File: src/rtl/klein_80_sched_if.sv
// rtl/klein_80_sched_if.sv - requester, response and core-side signal bundle for klein_80_sched
interface klein_80_sched_if;
    logic        req0_valid;
    logic        req0_ready;
    logic [0:63] req0_data;
    logic [0:79] req0_key;
    logic        req1_valid;
    logic        req1_ready;
    logic [0:63] req1_data;
    logic [0:79] req1_key;

    logic        rsp_valid;
    logic        rsp_ready;
    logic [0:63] rsp_data;
    logic        rsp_id;
    logic        rsp_err;

    logic        core_start;
    logic [0:63] core_inp;
    logic [0:79] core_key;
    logic        core_ready;
    logic [0:63] core_out;

    modport slave (
        input  req0_valid, req0_data, req0_key,
        output req0_ready,
        input  req1_valid, req1_data, req1_key,
        output req1_ready,
        output rsp_valid, rsp_data, rsp_id, rsp_err,
        input  rsp_ready,
        output core_start, core_inp, core_key,
        input  core_ready, core_out
    );

    modport master (
        output req0_valid, req0_data, req0_key,
        input  req0_ready,
        output req1_valid, req1_data, req1_key,
        input  req1_ready,
        input  rsp_valid, rsp_data, rsp_id, rsp_err,
        output rsp_ready,
        input  core_start, core_inp, core_key,
        output core_ready, core_out
    );
endinterface

File: src/rtl/klein_80_sched.sv
// rtl/klein_80_sched.sv - two-requester KLEIN-80 core scheduler with round timeout
// Define KLEIN_SCHED_RR_EN for round-robin arbitration; default is fixed priority to requester 0.
module klein_80_sched #(
    parameter int ROUND_TIMEOUT = 20
) (
    input  logic                   ck,
    input  logic                   rst,
    klein_80_sched_if.slave        bus,
    output logic                   busy
);
    localparam int CW = $clog2(ROUND_TIMEOUT + 1);

    typedef enum logic [1:0] {IDLE, LOAD, RUN, DONE} state_t;

    state_t        r_state;
    logic [CW-1:0] r_cnt;
    logic [0:63]   r_data;
    logic [0:79]   r_key;
    logic          r_id;
    logic [0:63]   r_rsp_data;
    logic          r_rsp_err;

    logic          w_gnt0;
    logic          w_gnt1;
    logic          w_can_grant;
    logic [CW-1:0] w_cnt_inc;
    logic          w_expired;

`ifdef KLEIN_SCHED_RR_EN
    logic r_prio;

    assign w_gnt0 = bus.req0_valid & (~bus.req1_valid | ~r_prio);
    assign w_gnt1 = bus.req1_valid & (~bus.req0_valid |  r_prio);

    always_ff @(posedge ck) begin
        if (rst) begin
            r_prio <= 1'b0;
        end else if (w_can_grant & (w_gnt0 | w_gnt1)) begin
            r_prio <= w_gnt0;
        end
    end
`else
    assign w_gnt0 = bus.req0_valid;
    assign w_gnt1 = bus.req1_valid & ~bus.req0_valid;
`endif

    // Gated by rst so no handshake completes while the block is being reset.
    assign w_can_grant    = (r_state == IDLE) & ~rst;
    assign bus.req0_ready = w_can_grant & w_gnt0;
    assign bus.req1_ready = w_can_grant & w_gnt1;

    // r_cnt + 1 is the current RUN cycle number; aborting on cycle ROUND_TIMEOUT-1
    // puts DONE exactly ROUND_TIMEOUT cycles after LOAD.
    assign w_cnt_inc = r_cnt + 1'b1;
    assign w_expired = (w_cnt_inc == CW'(ROUND_TIMEOUT - 1));

    always_ff @(posedge ck) begin
        if (rst) begin
            r_state    <= IDLE;
            r_cnt      <= '0;
            r_data     <= '0;
            r_key      <= '0;
            r_id       <= 1'b0;
            r_rsp_data <= '0;
            r_rsp_err  <= 1'b0;
        end else begin
            case (r_state)
                IDLE: begin
                    if (w_gnt0 | w_gnt1) begin
                        r_data  <= w_gnt1 ? bus.req1_data : bus.req0_data;
                        r_key   <= w_gnt1 ? bus.req1_key  : bus.req0_key;
                        r_id    <= w_gnt1;
                        r_state <= LOAD;
                    end
                end
                LOAD: begin
                    r_cnt   <= '0;
                    r_state <= RUN;
                end
                RUN: begin
                    r_cnt <= w_cnt_inc;
                    if (bus.core_ready) begin
                        r_rsp_data <= bus.core_out;
                        r_rsp_err  <= 1'b0;
                        r_state    <= DONE;
                    end else if (w_expired) begin
                        r_rsp_data <= '0;
                        r_rsp_err  <= 1'b1;
                        r_state    <= DONE;
                    end
                end
                DONE: begin
                    if (bus.rsp_ready) begin
                        r_state <= IDLE;
                    end
                end
                default: r_state <= IDLE;
            endcase
        end
    end

    assign bus.core_start = (r_state == LOAD);
    assign bus.core_inp   = r_data;
    assign bus.core_key   = r_key;
    assign bus.rsp_valid  = (r_state == DONE);
    assign bus.rsp_data   = r_rsp_data;
    assign bus.rsp_id     = r_id;
    assign bus.rsp_err    = r_rsp_err;
    assign busy           = (r_state != IDLE);
endmodule
File: src/flat_wrapper.sv
// flat-port wrapper written by rule: the top's interface ports become plain ports
module klein_80_sched_flat 
#(
    parameter int ROUND_TIMEOUT = 20
)
  (ck, rst, busy, bus_req0_valid, bus_req0_data, bus_req0_key, bus_req0_ready, bus_req1_valid, bus_req1_data, bus_req1_key, bus_req1_ready, bus_rsp_valid, bus_rsp_data, bus_rsp_id, bus_rsp_err, bus_rsp_ready, bus_core_start, bus_core_inp, bus_core_key, bus_core_ready, bus_core_out);
  klein_80_sched_if bus_i ();
  input  logic ck;
  input  logic rst;
  output logic busy;
  input wire logic [$bits(bus_i.req0_valid)-1:0] bus_req0_valid;
  input wire logic [$bits(bus_i.req0_data)-1:0] bus_req0_data;
  input wire logic [$bits(bus_i.req0_key)-1:0] bus_req0_key;
  output wire logic [$bits(bus_i.req0_ready)-1:0] bus_req0_ready;
  input wire logic [$bits(bus_i.req1_valid)-1:0] bus_req1_valid;
  input wire logic [$bits(bus_i.req1_data)-1:0] bus_req1_data;
  input wire logic [$bits(bus_i.req1_key)-1:0] bus_req1_key;
  output wire logic [$bits(bus_i.req1_ready)-1:0] bus_req1_ready;
  output wire logic [$bits(bus_i.rsp_valid)-1:0] bus_rsp_valid;
  output wire logic [$bits(bus_i.rsp_data)-1:0] bus_rsp_data;
  output wire logic [$bits(bus_i.rsp_id)-1:0] bus_rsp_id;
  output wire logic [$bits(bus_i.rsp_err)-1:0] bus_rsp_err;
  input wire logic [$bits(bus_i.rsp_ready)-1:0] bus_rsp_ready;
  output wire logic [$bits(bus_i.core_start)-1:0] bus_core_start;
  output wire logic [$bits(bus_i.core_inp)-1:0] bus_core_inp;
  output wire logic [$bits(bus_i.core_key)-1:0] bus_core_key;
  input wire logic [$bits(bus_i.core_ready)-1:0] bus_core_ready;
  input wire logic [$bits(bus_i.core_out)-1:0] bus_core_out;
  assign bus_i.req0_valid = bus_req0_valid;
  assign bus_i.req0_data = bus_req0_data;
  assign bus_i.req0_key = bus_req0_key;
  assign bus_req0_ready = bus_i.req0_ready;
  assign bus_i.req1_valid = bus_req1_valid;
  assign bus_i.req1_data = bus_req1_data;
  assign bus_i.req1_key = bus_req1_key;
  assign bus_req1_ready = bus_i.req1_ready;
  assign bus_rsp_valid = bus_i.rsp_valid;
  assign bus_rsp_data = bus_i.rsp_data;
  assign bus_rsp_id = bus_i.rsp_id;
  assign bus_rsp_err = bus_i.rsp_err;
  assign bus_i.rsp_ready = bus_rsp_ready;
  assign bus_core_start = bus_i.core_start;
  assign bus_core_inp = bus_i.core_inp;
  assign bus_core_key = bus_i.core_key;
  assign bus_i.core_ready = bus_core_ready;
  assign bus_i.core_out = bus_core_out;
  klein_80_sched #(.ROUND_TIMEOUT(ROUND_TIMEOUT)) u_core (.ck(ck), .rst(rst), .bus(bus_i), .busy(busy));
endmodule
File: config.mk
export PLATFORM = sky130hd
export DESIGN_NAME = klein_80_sched_flat
export DESIGN_NICKNAME = d
export VERILOG_FILES = /design/src/rtl/klein_80_sched_if.sv /design/src/rtl/klein_80_sched.sv /design/src/flat_wrapper.sv
export SDC_FILE = /design/constraint.sdc
export NUM_CORES = 1
export LEC_CHECK = 0
export ABC_AREA = 1
export BUFFER_PORTS_ARGS = -buffer_cell sky130_fd_sc_hd__buf_2
export CAP_MARGIN = 20
export CORE_AREA = 2 2 220 222
export CTS_CLUSTER_DIAMETER = 80
export DETAILED_ROUTE_END_ITERATION = 10
export DIE_AREA = 0 0 222 224
export HOLD_SLACK_MARGIN = 0.05
export PLACE_DENSITY = 0.46
export SYNTH_ARGS = -nofsm -noshare
export SYNTH_HDL_FRONTEND = slang
export SYNTH_SLANG_ARGS = --single-unit
File: constraint.sdc
create_clock -name ck -period 2.2 [get_ports ck]
set_input_delay 0.44 -clock ck [delete_from_list [all_inputs] [get_ports ck]]
set_output_delay 0.44 -clock ck [all_outputs]
set_load 0.05 [all_outputs]
Word-level counts from Yosys, hierarchy flattened
Index checks and enable logic that the tools add are counted.

Reduce and logical (&&, ||, !) cells: 7. Eq/ne operators: 7. Add/subtract/negate cells: 1. Bitwise operators: 7. Muxes and demuxes: 12.

Operators with widths (count): $mux 64 (3); $mux 80 (1); $pmux 5 s2 (1); $mux 2 (4); $pmux 2 s4 (1); $reduce_bool 2->1 (3); $add 5x1->5 const B (1); $eq 5x5->1 const B (1); $and 1x1->1 (4); $eq 2x2->1 const B (2); $reduce_and 2->1 (2); $ne 3x2->1 const B (1); $reduce_and 3->1 (1); $eq 2x1->1 const B (1); $logic_not 2->1 (1); $mux 1 (2); $ne 2x1->1 const B (1); $ne 2x2->1 const B (1); $not 1->1 (2); $or 1x1->1 (1).

Output and inout bits: 215. Register bits after elaboration: 217.

Longest topological paths before layout
Depth in word-level cells: 5. Mapped depth: 10. Mapped depth without buffers: 10.

Worst setup path after synthesis
No wires, ideal clock.

Path type: input -> output. Start: in rst. End: out bus_req1_ready. Data arrival time: 1.701 ns. Cell stages on the path: 5. Setup slack: 0.059 ns. Data required time: 1.760 ns. Buffers on the path: 2. Cell sequence: clkbuf_1 -> inv_1 -> clkbuf_1 -> nand2_1 -> nor2_1.

Longest elaborated chain between the ends: 3.

Ends and longest elaborated chain: from (decl) (RTL line flat_wrapper.sv:9) `input logic rst;`; $not 1->1 (RTL line klein_80_sched.sv:48) `assign w_can_grant = (r_state == IDLE) & ~rst;`; $and 1x1->1 (RTL line klein_80_sched.sv:48); $and 1x1->1 (RTL line klein_80_sched.sv:50) `assign bus.req1_ready = w_can_grant & w_gnt1;`; to (decl) (RTL line flat_wrapper.sv:18) `output wire logic [$bits(bus_i.req1_ready)-1:0] bus_req1_ready;`.

Every way passes these cells.

Final worst setup path
Start: reg u_core.r_state[0]. End: out bus_req1_ready.

Longest elaborated chain between the ends: 3.

Ends and longest elaborated chain: from (decl) (RTL line klein_80_sched.sv:15) `state_t r_state;`; from (signal assigned) (RTL line klein_80_sched.sv:59) `r_state <= IDLE;`; from (signal assigned) (RTL line klein_80_sched.sv:73) `r_state <= LOAD;`; from (signal assigned) (RTL line klein_80_sched.sv:78) `r_state <= RUN;`; $logic_not 2->1 (RTL line klein_80_sched.sv:48); $and 1x1->1 (RTL line klein_80_sched.sv:48); $and 1x1->1 (RTL line klein_80_sched.sv:50).

Every way passes these cells.

==> flow_summary.ini <==
[clocking]
clk_latency_ps = 570
postCtsResizedCells = 7
root_buffer = clkbuf_16
cts_inserted_buffers = 30
tritoncts = done
clk_pin_slew_ps = 60
clock_path_buffers = 3
htree_num_levels = 1
cts.hold.buffers_added = 0
clock_sinks = 217
post_cts_buffers = 0

[setup_path]
required_ps = 1760
r2r_setup_slack_ps = 170
cp_data_arrival_time_ps = 1650
critPathMaxStageDelay_ps = 340
cp-start-kind = register
critPathKind = reg2out
crit_buf_inv = 2
path_cells = inv_1 -> ha_2 -> nand2_2 -> nor2_4 -> buf_6
cp_max_fo = 4
cpLargestDelayFamily = flip-flops
cpMaxStageDelayCell = dfxtp_1
cp-end-kind = output pin

[sta]
fmax_mhz = 478
fin_crit_sh = 0.951
clock_skew_ps = 15.3
setup_viol = 0
min_period_ps = 2090
rsz0062_at_grt = no
hold_slack_ps = 115
slew_violations = 0
timing.setup.tns_ps = 0
tightest_slew_ps = 955
hold_viol_final = 0
relSlewSlack = 0.363

[pwr]
internal_power_w = 0.0101
clock_power_share = 0.258
powerDensity_nw_per_um2 = 1450
power_frac_seq = 0.292
power.leakage_nw = 6.12
p_switching_w = 0.00924
power.share.switching = 0.477
power_frac_comb = 0.450
vdd_drop_max_v = 0.000669

[floorplan]
dieWidth_um = 222
die_y_um = 224
die_area_um2 = 49700
rows = 80
num_io_pins = 573
core_um2 = 47300
initial_core_util = 0.186

[final_layout]
layout.nets = 2047
fillCellCount = 5248
drive_gt1_frac = 0.381
multiInputGateArea_um2 = 3940
final_area_um2 = 13300
area_delta_synth_final_pct = 51.0
regArea_um2 = 4340

[synthesis]
async_flop_share = 0
synth_common_cells = 359 x a21oi_1, 230 x nand2_1, 217 x dfxtp_1
synth_edf_count = 0
synth_top_area_frac = 0.492
yosys_warnings = 0
synthAdderAreaFrac = 0.00851
synthMuxAreaShare = 0
synthCells = 1169
ys.flop_type = dfxtp_1
synth_top_cell_by_area = dfxtp_1
yosys.area_share.simple = 0.145
synth_fp_nets = 1533
synth_seq_area_share = 0.492
syn_avg_cell_area_um2 = 7.55
syn_area_um2 = 8820
synth.distinct_cells = 21
synthXorXnorAreaFrac = 0
synth.area.top_cells = dfxtp_1 49%, a21oi_1 20%, nand2_1 9.8%
synth_seq_cells = 217
synth_compound_area_frac = 0.291
synth_top_family_by_area = compound AO/OA/AOI/OAI gates
yosysMostFrequentCell = a21oi_1

[global_routing]
grt_antenna_before_repair = 5
grt_pass1_vias = 10144
track_usage = 0.146
grt_pass1_wl_um = 57900
grt_start_max_net_pins = 150
gr-total-overflow = 0

[routing]
finalWirelength_um = 38600
detail_route.wl_per_cell_um = 16.6
vias = 10358
dr.first_iter.drc_count = 538
postRouteAntennaNets = 0
vias_per_cell = 4.46
dr.pass1.iters = 5
drc = 0

[min_path]
hold_path_class = in2reg

[placement]
place_area_um2 = 12200
port_buffers = 572
dp_hpwl_um = 26800
place_congestion = 0.855

[status]
outcome = completed

[run]
cap_violations = 0
## cell families after synthesis
logic type	after synthesis
AOI/OAI and AO/OA	508
and+or+nand+nor	313
DFF	217
buffers and inverters	125
adders and majority gates	6
## worst reg2reg max path, cell delays in order (launching register included)
cell     delay (ps)
dfxtp_1         340
inv_1           100
ha_2            220
inv_1            90
a21oi_4         180
buf_12          280
o21ai_0         600
a21oi_1         160
## cell usage in the layout (no fill, tap or decap), types with 7 or more instances in the layout
cell type,n
buf_12,12
clkbuf_16,31
inv_1,14
o21ai_1,7
nor2_1,7
nand3_1,70
o21ai_0,138
a21oi_1,359
nand2_1,228
clkbuf_8,10
dfxtp_1,217
buf_2,569
## per-layer routing
layer,global-route usage,up-vias,part of all wire
li1,-,5054,-
met1,0.168,4793,0.39
met2,0.252,441,0.49
met3,0.0437,68,0.084
met4,0.0591,2,0.034
met5,0,-,0.00034
## power by group through the flow
stage	clock network [W]	registers (W)	logic, W
4_1_cts	0.00519	0.00565	0.00878
5_1_grt	0.00534	0.00579	0.00928
6_report	0.00499	0.00566	0.00871
3_3_place_gp	0	0.00569	0.00873
3_5_place_dp	0	0.00569	0.00876
2_1_floorplan	0	0.00958	0.00238
## registers in the layout, indices dropped and copies added, names as in the netlist
register,count
u_core.bus.core_key,80
u_core.bus.core_inp,64
u_core.bus.rsp_data,64
u_core.r_cnt,5
u_core.r_state,2
u_core.bus.rsp_err,1
u_core.bus.rsp_id,1
## path summary, 6_finish.rpt
check                          start                      end  depth (start not counted)
setup / recovery   u_core.r_state[0]           bus_req1_ready                          5
hold / removal      bus_req1_data[1]  u_core.bus.core_inp[62]                          3
setup reg to reg   u_core.r_state[0]  u_core.bus.core_key[35]                          7
hold reg to reg   u_core.bus.rsp_err       u_core.bus.rsp_err                          2
## area by class of cell
class                           count  area share
Sequential cell                   217       0.326
Timing Repair Buffer              587       0.236
Clock inverter                      8     0.00723
Clock buffer                       46      0.0700
Antenna cell                        4    0.000752
Inverter                           20     0.00620
Multi-Input combinational cell    827       0.296
Tap cell                          615      0.0578
## through the flow
step | utilization | setup WS (ps) | std cells | total power [W]
2_1_floorplan | - | 58.7 | 1169 | 0.0120
3_3_place_gp | 0.259 | 287 | 2266 | 0.0144
3_5_place_dp | 0.259 | 222 | 2266 | 0.0145
4_1_cts | 0.281 | 7.59 | 2320 | 0.0196
5_1_grt | 0.281 | 11.1 | 2324 | 0.0204
6_report | 0.281 | 108 | 2324 | 0.0194
No activity file was read; power rests on OpenSTA's default activity.
